==> src/rtl/gates_mux_sweep_pkg.sv <==
// Shared definitions for the MUX2X1 sweep checker: FSM states, LFSR constants
// and the exhaustive vector count. The RAND state and the LFSR are only
// meaningful when GATES_SWEEP_RAND_EN is defined.
package gates_mux_sweep_pkg;

  typedef enum logic [2:0] {
    ST_IDLE   = 3'd0,
    ST_DRIVE  = 3'd1,
    ST_SETTLE = 3'd2,
    ST_SAMPLE = 3'd3,
    ST_DONE   = 3'd4
`ifdef GATES_SWEEP_RAND_EN
    ,
    ST_RAND   = 3'd5
`endif
  } state_e;

  // Seed reloaded at every accepted start so random runs are repeatable.
  localparam logic [7:0] LFSR_SEED = 8'hA5;
  // Fibonacci taps for x^8+x^6+x^5+x^4+1 in a left-shifting register.
  localparam logic [7:0] LFSR_TAPS = 8'hB8;
  // Exhaustive (a,b) combinations per sweep.
  localparam int         N_VEC     = 4;

  function automatic logic [7:0] lfsr_next(input logic [7:0] s);
    return {s[6:0], ^(s & LFSR_TAPS)};
  endfunction

endpackage

==> src/rtl/gates_sweep_lfsr.sv <==
// 8-bit maximal-length LFSR used to generate the random (a,b) tail of a run.
// load_i reloads the seed and wins over step_i; step_i advances one state.
module gates_sweep_lfsr
  import gates_mux_sweep_pkg::*;
(
  input  logic       clk,
  input  logic       rst_n,
  input  logic       load_i,
  input  logic       step_i,
  output logic [1:0] bits_o
);

  logic [7:0] lfsr_q;

  // Seed on reset or load, otherwise advance once per requested step.
  always_ff @(posedge clk) begin
    if (!rst_n) begin
      lfsr_q <= LFSR_SEED;
    end else if (load_i) begin
      lfsr_q <= LFSR_SEED;
    end else if (step_i) begin
      lfsr_q <= lfsr_next(lfsr_q);
    end
  end

  assign bits_o = lfsr_q[1:0];

endmodule

==> config.mk <==
export PLATFORM = sky130hd
export DESIGN_NAME = gates_sweep_lfsr
export DESIGN_NICKNAME = d
export VERILOG_FILES = /design/src/rtl/gates_mux_sweep_pkg.sv /design/src/rtl/gates_sweep_lfsr.sv
export SDC_FILE = /design/constraint.sdc
export NUM_CORES = 1
export LEC_CHECK = 0
export BUFFER_PORTS_ARGS = -buffer_cell sky130_fd_sc_hd__buf_2
export CAP_MARGIN = 25
export CORE_AREA = 2 2 39 41
export DETAILED_ROUTE_END_ITERATION = 8
export DIE_AREA = 0 0 41 43
export GPL_TIMING_DRIVEN = 0
export PLACE_DENSITY_LB_ADDON = 0.12
export SYNTH_ARGS = -nofsm -noshare
export SYNTH_HDL_FRONTEND = slang
export SYNTH_SLANG_ARGS = --single-unit
==> constraint.sdc <==
create_clock -name clk -period 1.65 [get_ports clk]
set_input_delay 0.165 -clock clk [delete_from_list [all_inputs] [get_ports clk]]
set_output_delay 0.165 -clock clk [all_outputs]
set_load 0.1 [all_outputs]
==> impl_metrics.py <==
metrics = {
    "synth": {
        "yosysMostFrequentCell": "dfxtp_1",
        "ys_ff_latch": 8,
        "synth-edff-count": 0,
        "synth_nets": 36,
        "netlist.area_leader.share_pct": 46.5,
        "syn_area_um2": 344,
        "yosysWarnings": 0,
        "yosys-top-cells-area": "dfxtp_1 47%, mux2i_1 20%, xnor2_2 9.5%",
        "async_reset_ff_share_pct": 0,
        "synth_top_area_cell": "dfxtp_1",
        "synth_ff_type": "dfxtp_1",
        "seq_area_frac_synth_pct": 46.5,
        "syn_inst": 32,
        "synthTopCellsByCount": "8 x dfxtp_1, 7 x mux2i_1, 4 x nor2_1",
        "synth_cell_type_count": 11,
        "avgSynthCellArea_um2": 10.8,
    },
    "hold_path": {
        "whs_path_depth": 3,
        "hold_path_class": "input port to flop",
        "hold_path_end": "lfsr_q[7]$_SDFFE_PP1P_",
        "holdCritStartpoint": "load_i",
    },
    "timing": {
        "maxSlewViolCount": 0,
        "whs_ns": 0.164,
        "finalCriticalPeriod_ns": 1.27,
        "worstMarginPinSlew_ns": 0.483,
        "finalSetupTns_ns": 0,
        "fin_worst_skew_ns": 0.00532,
        "layout_setup_ws_ns": 0.383,
        "setup_viol": 0,
        "grt_setup_unrepaired": "false",
        "slew-limit-headroom_pct": 68.0,
        "hold_violations": 0,
        "finalCritPeriodShare_pct": 76.8,
        "max_freq_mhz": 789,
    },
    "finish": {
        "fin_util_pct": 29.4,
        "diodes": 0,
        "layout.nets": 45,
        "drive_above_1_share_pct": 30.8,
        "fillers": 155,
        "final_area_um2": 407,
        "reg_top3": "lfsr_q: 8 flops",
        "syn_to_final_growth_pct": 18.2,
        "largest-register": "lfsr_q",
        "fin_cells": 55,
        "largest_register_ffs": 8,
    },
    "setup_path": {
        "critical_path_class": "flop to output pin",
        "cp_max_fo": 3,
        "cp_top_family": "buffers and inverters",
        "crit_buf_inv": 2,
        "rr_worst_depth": 3,
        "cp_slowest_cell": "buf_2",
        "max_stage_delay_ns": 0.41,
        "r2r-end": "lfsr_q[0]$_SDFFE_PP1P_",
        "arrival_ns": 1.10,
        "cp-end-kind": "output pin",
        "cp-start-kind": "flop",
        "r2r_slack_ns": 0.79,
        "reg2reg_from": "lfsr_q[4]$_SDFFE_PP0P_",
        "critPathRequiredTime_ns": 1.48,
        "path_cells": "buf_4, buf_2",
    },
    "placed_design": {
        "port_buffers": 4,
        "place_inst": 52,
        "place_ws_ns": 0.644,
        "gp_congestion": 0.627,
        "place_area_um2": 384,
    },
    "grt": {
        "grt_usage_pct": 7.55,
        "grt_first_pass_wirelength_um": 862,
        "grt_max_degree": 10,
        "gr-total-overflow": 0,
        "antenna_found_initial": 0,
        "grt_pass1_vias": 208,
    },
    "routing": {
        "routed_wl_um": 504,
        "post_drt_wl_per_cell_um": 9.16,
        "drc_errors": 0,
        "route.vias.total": 214,
        "routed_via_density": 3.89,
        "ant_nets": 0,
        "drtIter0Drc": 0,
        "firstDrtPassIters": 1,
    },
    "outcome": {
        "status": "completed",
    },
    "clock_tree": {
        "cts_hold_buf": 0,
        "cts_inserted_buffers": 3,
        "clock_path_buffers": 2,
        "ctsResizeCount": 0,
        "insertion_delay_ns": 0.25,
        "cts_tree": "yes",
        "cts_setup_buffers": 0,
        "clk_pin_slew_ns": 0.05,
        "cts_root_buf": "clkbuf_4",
        "cts_num_sinks": 8,
        "htree_levels": 1,
    },
    "floorplanning": {
        "fp.dieW_um": 41,
        "start_util_pct": 24.9,
        "die_h_um": 43,
        "pin_count": 6,
        "num_rows": 14,
        "core_mm2": 0.00138,
        "fp.dieArea_mm2": 0.00176,
    },
    "power_and_ir_drop": {
        "netSwitchingPower_mw": 0.104,
        "p_leak_nw": 0.180,
        "power_mw": 0.415,
        "p_seq_share_pct": 50.6,
        "internal_power_mw": 0.311,
        "power_density_mw_per_mm2": 1020,
        "pwr-share-comb_pct": 15.1,
        "vdd_drop_max_mv": 0.384,
        "clockPowerShare_pct": 34.3,
        "netSwitchingFraction_pct": 25.0,
    },
    "run": {
        "maxCapViolCount": 0,
    },
}
==> power by group through the flow <==
stage	sequential, mW	clock [mW]	combinational [mW]
floorplan	0.213	0	0.0547
global placement	0.214	0	0.0631
detailed placement	0.214	0	0.0638
CTS	0.210	0.152	0.0638
global route	0.211	0.162	0.0674
finish	0.210	0.143	0.0628
==> final cells by class <==
class	count	area [um2]	area share, %
Multi-Input combinational cell	21	161	39.7
Sequential cell	8	160	39.4
Clock buffer	3	22.5	5.54
Buffer	3	22.5	5.54
Timing Repair Buffer	4	20.0	4.92
Tap cell	16	20.0	4.92
==> worst max path at each step <==
stage,startpoint,to,slack (ns),cells after the start
6_report,lfsr_q[1]$_SDFFE_PP0P_,bits_o[1],0.38,2
2_1_floorplan,lfsr_q[4]$_SDFFE_PP0P_,lfsr_q[0]$_SDFFE_PP1P_,0.83,3
3_5_place_dp,lfsr_q[1]$_SDFFE_PP0P_,bits_o[1],0.64,2
5_1_grt,lfsr_q[0]$_SDFFE_PP1P_,bits_o[0],0.32,2
3_3_place_gp,lfsr_q[1]$_SDFFE_PP0P_,bits_o[1],0.64,2
4_1_cts,lfsr_q[1]$_SDFFE_PP0P_,bits_o[1],0.37,2
==> placed cells by master (no fill, tap or decap) <==
master and count:
a31oi_1 1, buf_2 4, buf_4 3, clkbuf_4 3
dfxtp_1 8, mux2i_1 7, nand2_1 3, nand2b_1 1
nor2_1 4, nor2b_1 1, nor3_1 1, xnor2_1 1
xnor2_2 2
==> worst register-to-register path: cells and delay by family (launching register included) <==
kind	cells	cell delay (ns)
xor+xnor	2	0.27
flops	1	0.39
compound gates	1	0.09
==> metal layers <==
layer / part of all wire (%) / up-vias / GRT usage [%]
met2: 45 / 4 / 10.0
li1: - / 120 / -
met4: 0 / 0 / 6.00
met1: 50 / 90 / 9.09
met3: 5.0 / 0 / 3.14
met5: 0 / - / 0
==> logic make-up after synthesis <==
family,after synthesis,synth area share [%]
multiplexers,7,20.4
flip-flops,8,46.5
buffers and inverters,3,6.54
AO/OA/AOI/OAI,1,1.82
XOR/XNOR,3,12.0
AND/OR/NAND/NOR,10,12.7
No activity file was read; power rests on OpenSTA's default activity.
